### config.mk
export PLATFORM = sky130hd
export DESIGN_NAME = seg_scan_ctrl
export DESIGN_NICKNAME = d
export VERILOG_FILES = /design/src/rtl/seg_pkg.sv /design/src/rtl/seg_hex7.sv /design/src/rtl/seg_scan_ctrl.sv
export SDC_FILE = /design/constraint.sdc
export NUM_CORES = 1
export LEC_CHECK = 0
export ABC_AREA = 1
export BUFFER_PORTS_ARGS = -buffer_cell sky130_fd_sc_hd__buf_2
export CORE_MARGIN = 2
export CORE_UTILIZATION = 50
export CTS_CLUSTER_DIAMETER = 60
export DETAILED_ROUTE_END_ITERATION = 10
export PLACE_DENSITY = 0.83
export SLEW_MARGIN = 40
export SYNTH_ARGS = -nofsm -noshare
export SYNTH_HDL_FRONTEND = slang
export SYNTH_SLANG_ARGS = --single-unit
### constraint.sdc
create_clock -name clk -period 3.5 [get_ports clk]
set_input_delay 0.7 -clock clk [delete_from_list [all_inputs] [get_ports clk]]
set_output_delay 0.7 -clock clk [all_outputs]
set_load 0.01 [all_outputs]
### src/rtl/seg_pkg.sv
// Shared constants for the seven-segment scan controller.
// Holds the default parameters and the active-low hex glyph table.
package seg_pkg;

   localparam int DEF_N_DIG    = 8;
   localparam int DEF_CLK_HZ   = 100_000_000;
   localparam int DEF_SLOT_CYC = 6250;
   localparam int DEF_TICK_HZ  = 1;

   // Glyphs as {G,F,E,D,C,B,A}; a 0 bit lights that segment.
   localparam logic [6:0] SEG_LUT [16] = '{
      7'h40, 7'h79, 7'h24, 7'h30,
      7'h19, 7'h12, 7'h02, 7'h78,
      7'h00, 7'h10, 7'h08, 7'h03,
      7'h46, 7'h21, 7'h06, 7'h0E
   };

endpackage

### src/rtl/seg_hex7.sv
// Combinational hex nibble to active-low seven-segment decoder.
module seg_hex7
   import seg_pkg::*;
(
   input  logic [3:0] nibble,
   output logic [6:0] seg
);

   assign seg = SEG_LUT[nibble];

endmodule

### src/rtl/seg_scan_ctrl.sv
// Multiplexed seven-segment scan controller with per-frame input snapshots,
// PWM brightness in sixteenths of a slot and an independent tick divider.
module seg_scan_ctrl
   import seg_pkg::*;
#(
   parameter int N_DIG    = DEF_N_DIG,
   parameter int CLK_HZ   = DEF_CLK_HZ,
   parameter int SLOT_CYC = DEF_SLOT_CYC,
   parameter int TICK_HZ  = DEF_TICK_HZ
) (
   input  logic               clk,
   input  logic               rst,
   input  logic [4*N_DIG-1:0] digits,
   input  logic [N_DIG-1:0]   dp_mask,
   input  logic [N_DIG-1:0]   blank_mask,
   input  logic [3:0]         bright,
   output logic [6:0]         seg,
   output logic               dp,
   output logic [N_DIG-1:0]   an,
   output logic               tick,
   output logic               frame
);

   localparam int TICK_DIV = CLK_HZ / TICK_HZ;
   localparam int PH_DIV   = SLOT_CYC / 16;
   localparam int SLOT_W   = $clog2(SLOT_CYC);
   localparam int IDX_W    = $clog2(N_DIG);
   localparam int TICK_W   = $clog2(TICK_DIV);

   localparam logic [SLOT_W-1:0] SLOT_LAST = SLOT_W'(SLOT_CYC - 1);
   localparam logic [IDX_W-1:0]  IDX_LAST  = IDX_W'(N_DIG - 1);
   localparam logic [TICK_W-1:0] TICK_LAST = TICK_W'(TICK_DIV - 1);

   logic [SLOT_W-1:0]  slot_cnt;
   logic [IDX_W-1:0]   idx;
   logic [TICK_W-1:0]  tick_cnt;
   logic [4*N_DIG-1:0] digits_s;
   logic [N_DIG-1:0]   dp_mask_s;
   logic [N_DIG-1:0]   blank_mask_s;
   logic [3:0]         bright_r;
   logic               snap_valid;

   logic               slot_end;
   logic               frame_end;
   logic [SLOT_W-1:0]  phase_full;
   logic [3:0]         phase;
   logic               an_on;
   logic [3:0]         cur_nib;
   logic [6:0]         seg_dec;
   logic [N_DIG-1:0]   an_next;
   logic [6:0]         seg_next;
   logic               dp_next;

   assign slot_end  = (slot_cnt == SLOT_LAST);
   assign frame_end = slot_end && (idx == IDX_LAST);
   assign tick      = (tick_cnt == TICK_LAST);
   assign frame     = frame_end;

   always_ff @(posedge clk or negedge rst) begin
      if (!rst) begin
         slot_cnt <= '0;
         idx      <= '0;
      end else begin
         slot_cnt <= slot_end ? '0 : slot_cnt + SLOT_W'(1);
         if (slot_end) begin
            idx <= (idx == IDX_LAST) ? '0 : idx + IDX_W'(1);
         end
      end
   end

   always_ff @(posedge clk or negedge rst) begin
      if (!rst) begin
         tick_cnt <= '0;
      end else begin
         tick_cnt <= tick ? '0 : tick_cnt + TICK_W'(1);
      end
   end

   // The display stays dark until the first full frame has been captured.
   always_ff @(posedge clk or negedge rst) begin
      if (!rst) begin
         digits_s     <= '0;
         dp_mask_s    <= '0;
         blank_mask_s <= '0;
         snap_valid   <= 1'b0;
         bright_r     <= '0;
      end else begin
         if (frame_end) begin
            digits_s     <= digits;
            dp_mask_s    <= dp_mask;
            blank_mask_s <= blank_mask;
            snap_valid   <= 1'b1;
         end
         if (slot_cnt == '0) begin
            bright_r <= bright;
         end
      end
   end

   // Saturate so a slot length that is not a multiple of 16 never wraps to phase 0.
   assign phase_full = slot_cnt / SLOT_W'(PH_DIV);
   assign phase      = (phase_full > SLOT_W'(15)) ? 4'd15 : phase_full[3:0];
   assign cur_nib    = digits_s[4*idx +: 4];

   seg_hex7 u_hex7 (
      .nibble (cur_nib),
      .seg    (seg_dec)
   );

   always_comb begin
      an_on    = snap_valid && (slot_cnt != '0) && (phase < bright_r) && !blank_mask_s[idx];
      an_next  = '1;
      seg_next = 7'h7F;
      dp_next  = 1'b1;
      if (an_on) begin
         an_next[idx] = 1'b0;
         seg_next     = seg_dec;
         dp_next      = ~dp_mask_s[idx];
      end
   end

   always_ff @(posedge clk or negedge rst) begin
      if (!rst) begin
         an  <= '1;
         seg <= 7'h7F;
         dp  <= 1'b1;
      end else begin
         an  <= an_next;
         seg <= seg_next;
         dp  <= dp_next;
      end
   end

endmodule

* Word-level counts from Yosys, hierarchy flattened
Memory sizes are Yosys's and may differ from the RTL's.
Index checks and enable logic that the tools add are counted.
** Word-level totals
- Input bits :: 54
- Memories kept :: 1
- Word-level logic and storage cells :: 51
- Register bits :: 112
- ROM bits :: 112
- Output and inout bits :: 18
** Cells by class
- Shifts and indexed selects :: 1
- Div/mod/pow operators :: 1
- Eq/ne operators :: 3
- Order comparisons :: 5
- Bitwise logic cells :: 3
- $add $sub $neg :: 3
- Reduce and logical (&&, ||, !) cells :: 8
- Mux-type cells :: 15
** Memories
- (no name shown) :: words 16, width 7, read ports 1, clocked after memory_dff 0, write ports 0, line seg_hex7.sv:9 : assign seg = SEG_LUT[nibble];
** Operators with widths (number)
- $shiftx A32 B6 Y4 :: 1
- $add A27 B1 Y27 const B :: 1
- $eq A27 B27 Y1 const B :: 1
- $mux W27 :: 1
- $mux W7 :: 3
- $add A13 B1 Y13 const B :: 1
- $div A13 B9 Y13 const B :: 1
- $eq A13 B13 Y1 const B :: 1
- $gt A13 B4 Y1 const B :: 1
- $logic_not A13 Y1 :: 1
- $mux W13 :: 1
- $reduce_bool A13 Y1 :: 1
- $mux W8 :: 1
- $not A8 Y8 :: 1
- $bmux W1 S3 :: 2
- $ge A5 B5 Y1 const B :: 1
- $logic_and A1 B1 Y1 :: 5
- $not A4 Y5 :: 1
- $lt A3 B4 Y1 const B :: 1
- $lt A4 B4 Y1 :: 1
- $mux W1 :: 4
- $mux W4 :: 1
- $add A3 B1 Y3 const B :: 1
- $demux W1 S3 :: 1
- 5 further kinds :: 5

* Logic depth before layout (Yosys ltp)
- Depth in word-level cells :: 7
- Mapped depth :: 36
- Gate-level depth less buffers :: 34

* Hierarchy
A second synthesis with hierarchy kept.
** Unflattened totals
- Cell total of the unflattened synthesis :: 845
- Area total of the unflattened synthesis :: 6444.9 um2
** Modules (own cells, without submodules)
- seg_scan_ctrl :: sequential area each 2822.7 um2, area an instance 6170.9 um2, cells each 796, instances 1
- seg_hex7 :: sequential area each 0.0 um2, area an instance 274.0 um2, cells each 49, instances 1

* Worst setup path after synthesis
Ideal clock, no wire load.
- Kind :: register to register
- Start :: reg slot_cnt[7]
- End :: reg dp
- Library setup time :: 0.103 ns
- Data arrival time :: 3.486 ns
- Period minus slack after synthesis :: 3.589 ns
- Setup slack :: -0.089 ns
- Path buffers :: 3
- Required time :: 3.397 ns
- Stages on the path, launching flop included :: 25
- Cells stage by stage :: dfrtp_1 > buf_2 > nor2_4 > nand3_2 > nand2_2 > buf_6 > nand2_4 > nand3_2 > nand2_1 > nand2_2 > nand2_4 > nand2_2 > nand2_4 > nor2_8 > nand2_2 > nand3_4 > nand2_4 > inv_2 > nand2_1 > ha_1 > a211oi_1 > nand4_1 > a211oi_1 > clkbuf_1 > nand3_1
** Between the ends
- Word-level cells in the longest chain between the ends :: 7
- Elaborated cells on any way between the ends :: 9
- Classes of those cells :: 1 x div; 2 x order compare; 2 x mux; 4 x reduce/logical
** Ends and longest elaborated chain
- from (decl) :: line seg_scan_ctrl.sv:34 : logic [SLOT_W-1:0] slot_cnt;
- from (signal assigned) :: line seg_scan_ctrl.sv:64 : slot_cnt <= slot_end ? '0 : slot_cnt + SLOT_W'(1);
- $div A13 B9 Y13 :: line seg_scan_ctrl.sv:101 : assign phase_full = slot_cnt / SLOT_W'(PH_DIV);
- $gt A13 B4 Y1 :: line seg_scan_ctrl.sv:102 : assign phase = (phase_full > SLOT_W'(15)) ? 4'd15 : phase_full[3:0];
- $mux W4 :: line seg_scan_ctrl.sv:102
- $lt A4 B4 Y1 :: line seg_scan_ctrl.sv:111 : an_on = snap_valid && (slot_cnt != '0) && (phase < bright_r) && !blank_mask_s[idx];
- $logic_and A1 B1 Y1 (*) (2 in series) :: line seg_scan_ctrl.sv:111
- $mux W1 (*) :: line seg_scan_ctrl.sv:115 : if (an_on) begin
- named net dp_next :: line seg_scan_ctrl.sv:52 : logic dp_next;
- to (signal assigned) :: line seg_scan_ctrl.sv:130 : dp <= dp_next;
- to (decl) :: line seg_scan_ctrl.sv:18 : output logic dp,
Mark *: on every way through the listed nets, which the timed path passes. The rest lies on a longest branch.
A chain may end at the register's enable or synchronous reset.

* Worst setup path in the final report
- Start :: reg slot_cnt[5]
- End :: reg an[2]
** Between the ends
- Word-level cells in the longest chain between the ends :: 7
- Elaborated cells on any way between the ends :: 9
- Classes of those cells :: 1 x div; 2 x order compare; 2 x mux; 4 x reduce/logical
** Ends and longest elaborated chain
- $div A13 B9 Y13 :: line seg_scan_ctrl.sv:101
- $gt A13 B4 Y1 :: line seg_scan_ctrl.sv:102
- $mux W4 :: line seg_scan_ctrl.sv:102
- $lt A4 B4 Y1 :: line seg_scan_ctrl.sv:111
- $logic_and A1 B1 Y1 (*) (2 in series) :: line seg_scan_ctrl.sv:111
- $mux W8 (*) :: line seg_scan_ctrl.sv:115
- named net an_next[2] :: line seg_scan_ctrl.sv:50 : logic [N_DIG-1:0] an_next;
- to (signal assigned) :: line seg_scan_ctrl.sv:128 : an <= an_next;
- to (decl) :: line seg_scan_ctrl.sv:19 : output logic [N_DIG-1:0] an,
Marked as above.

==> results.json <==
{
  "outcome": "complete, but fails checks",
  "failed_checks": "negative setup slack",
  "path_class": "reg -> reg",
  "io_buffers": 71,
  "drive_gt1_share_pct": 29.28,
  "relSlewSlack_pct": 53.77,
  "final_common_cell": "nand2_1",
  "cp_max_fo": 6,
  "yosysTopAreaCell": "dfrtp_1",
  "dr.first_iter.drc_count": 399,
  "antenna_cells": 0,
  "min_period_ps": 3590,
  "path_buf_inv": 4,
  "wl_met3_um": 664,
  "p_leak_nw": 3.851,
  "drv_cap": 0,
  "cts_buffers": 9,
  "root_buffer": "clkbuf_16",
  "critical_path.slowest_cell": "dfrtp_2",
  "clkSinkCount": 112,
  "fp.dieArea_mm2": 0.01376,
  "synthTopCellsByArea": "dfrtp_1 (37%), nand2_1 (13%), inv_1 (6.7%), dfstp_2 (6.5%), nand3_1 (3.6%)",
  "slowest_delay_ps": 480,
  "clock_latency_ps": 360,
  "cts_buffer_depth": 2,
  "clk_pin_slew_ps": 80,
  "tritoncts": "yes",
  "regArea_mm2": 0.002829,
  "met1Wirelength_um": 7113,
  "final_area_mm2": 0.007988,
  "cts_hold_buf": 0,
  "cp.required_ps": 3740,
  "hold_path_class": "in -> async",
  "wl_met2_um": 7848,
  "start_util_pct": 51.07,
  "gr-total-overflow": 0,
  "slew_violations": 0,
  "die_w_um": 117.3,
  "ant_nets": 0,
  "async_flop_share_pct": 100.0,
  "cp-startpoint": "slot_cnt[5]",
  "placed_cells": 1060,
  "nNetsFinal": 994,
  "crit_chain": "buf_4 > nand2_1 > nand2_1 > nand3_2 > nand2_4 > nor2_2 > nand3_2 > buf_4 > o2111ai_1 > nand2_2 > a21oi_4 > nand2_8 > inv_6 > nand2_2 > ha_2 > a211oi_2 > nand4_1 > a211oi_4 > buf_6 > nand3_1",
  "setup-tns-final_ps": -510.3,
  "vias": 5846,
  "syn-num-nets": 885,
  "tightestPinTransition_ps": 688.1,
  "yosysWarningCount": 0,
  "worst_slack_ps": -89.58,
  "rows": 41,
  "ys_types": 48,
  "synth-seq-cells": 112,
  "p_per_area_mw_per_mm2": 298.7,
  "dp_hpwl_um": 10680,
  "synthFlopType": "dfrtp_1",
  "hold_viol": 0,
  "syn_inst": 815,
  "track_usage_pct": 21.43,
  "crit_family": "simple AND/OR/NAND/NOR gates",
  "avgSynthCellArea_um2": 7.876,
  "endpoint_kind": "flip-flop",
  "vdd_ir_drop_max_uv": 209.0,
  "worstSetupStartpointType": "flip-flop",
  "syn_area_mm2": 0.006419,
  "grt_antenna_before_repair": 0,
  "grt_pass1_wl_um": 24340,
  "io-pin-count": 72,
  "grt_pass1_vias": 5296,
  "top_layer": "met4",
  "synth_edf_count": 0,
  "skew_ps": 11.52,
  "area_growth_syn_to_layout_pct": 24.44,
  "reg2reg_slack_ps": -90,
  "placed_cell_area_mm2": 0.007078,
  "ys_seq_area_share_pct": 43.98,
  "grt_max_degree": 66,
  "wl_per_cell_um": 14.44,
  "rsz0062_at_grt": "yes",
  "die_h_um": 117.3,
  "gp_congestion": 0.8964,
  "finalCritPeriodShare_pct": 102.6,
  "setup_viol": 16,
  "h-tree-depth": 3,
  "r2r-start": "slot_cnt[5]",
  "totalWireLength_um": 15900,
  "core_area_mm2": 0.01257,
  "synth_top_area_share_pct": 37.43,
  "final_cell_mix": "nand2_1 (204), inv_1 (111), dfrtp_1 (91)",
  "drc": 0,
  "stdcell_count": 1101,
  "multiInputGateArea_mm2": 0.003431,
  "num-fill-cells": 1032,
  "drt-pass1-iter-count": 6,
  "p_total_w": 0.002386,
  "via_per_inst": 5.310,
  "worstPathArrival_ps": 3830,
  "max_freq_mhz": 278.6
}
cells by family after synthesis:
group                    after synthesis  share of synthesized area, %
XOR/XNOR                              10                         1.365
flip-flops                           112                         43.98
AND/OR/NAND/NOR                      427                         32.28
multiplexers                           1                        0.1754
AO/OA/AOI/OAI                        108                         10.41
buffers and inverters                141                         8.674
adder cells (fa/ha/maj)               16                         3.119
sequential cells by signal, indices dropped and copies added (netlist names), 3 cells and up:
name          count
blank_mask_s      8
bright_r          4
an                8
seg               7
tick_cnt         27
idx               3
digits_s         32
slot_cnt         13
dp_mask_s         8
cell type report:
type	count	area share, %
repair buffers	116	9.305
well taps	172	2.694
inverters	122	5.890
clock inverters	6	0.7519
clock buffers	10	2.992
multi-input cells	563	42.95
flip-flops and latches	112	35.42
worst reg2reg max path: cells and delay by family, from the launching register on:
family                     cells  cell delay (ps)
buffers and inverters          4              600
and+or+nand+nor               11             1270
AOI/OAI and AO/OA              4              930
DFF                            1              480
adders and majority gates      1              180
where the power goes:
group	total, W	internal, W	switching (W)
combinational	0.0000720	0.0000287	0.0000434
clock	0.00102	0.000522	0.000496
sequential	0.00130	0.00130	0.000000738
total	0.00239	0.00185	0.000540
worst paths after layout:
kind,to,cells past startpoint
setup / recovery,an[2],20
hold / removal,tick_cnt[11],1
setup reg to reg,an[2],20
hold reg to reg,tick_cnt[0],1
max in group asynchronous,digits_s[24],2
min in group clk,tick_cnt[0],1
metrics by stage:
| stage | hold WS, ps | util (%) | setup slack (ps) |
|---|---|---|---|
| final | 300.1 | 63.55 | -89.58 |
| after detailed placement | 442.2 | 56.32 | 12.12 |
| after global routing | 351.2 | 63.55 | -280.3 |
| after CTS | 445.5 | 58.78 | 1.602 |
| after global placement | 431.6 | 56.30 | 111.5 |
| after floorplan | 404.4 | - | 45.75 |
routing by layer:
layer | track usage [%] | up-vias
li1 | - | 2871
met1 | 29.02 | 2771
met2 | 35.20 | 176
met3 | 4.134 | 28
met4 | 6.175 | 0
met5 | 0 | -
synthesized netlist by cell type (3+ instances only):
cell	n
o21ai_0	41
inv_2	7
nor2_2	5
nand4_1	11
nand2_2	15
dfstp_2	16
a211oi_1	4
buf_2	3
nand2_4	10
ha_1	16
nor3_1	28
nor4_1	7
clkbuf_1	14
o22ai_1	10
inv_1	115
nor3b_1	4
dfrtp_1	96
xor2_1	8
nand3_2	16
nand3b_1	3
nor2_1	44
a221oi_1	10
a31oi_1	6
nand2_1	229
a21oi_1	22
nand3_1	46
what timing repair did:
| item | 4_1_cts | 5_1_grt |
|---|---|---|
| buffers inserted | 0 | 23 |
| endpoints found under the setup margin | 2 | 18 |
| gates cloned | 0 | 2 |
| hold endpoints to repair | 0 | 0 |
| pin swaps | 0 | 40 |
| resized for setup | 2 | 98 |
Power figures use the tool's default switching activity.
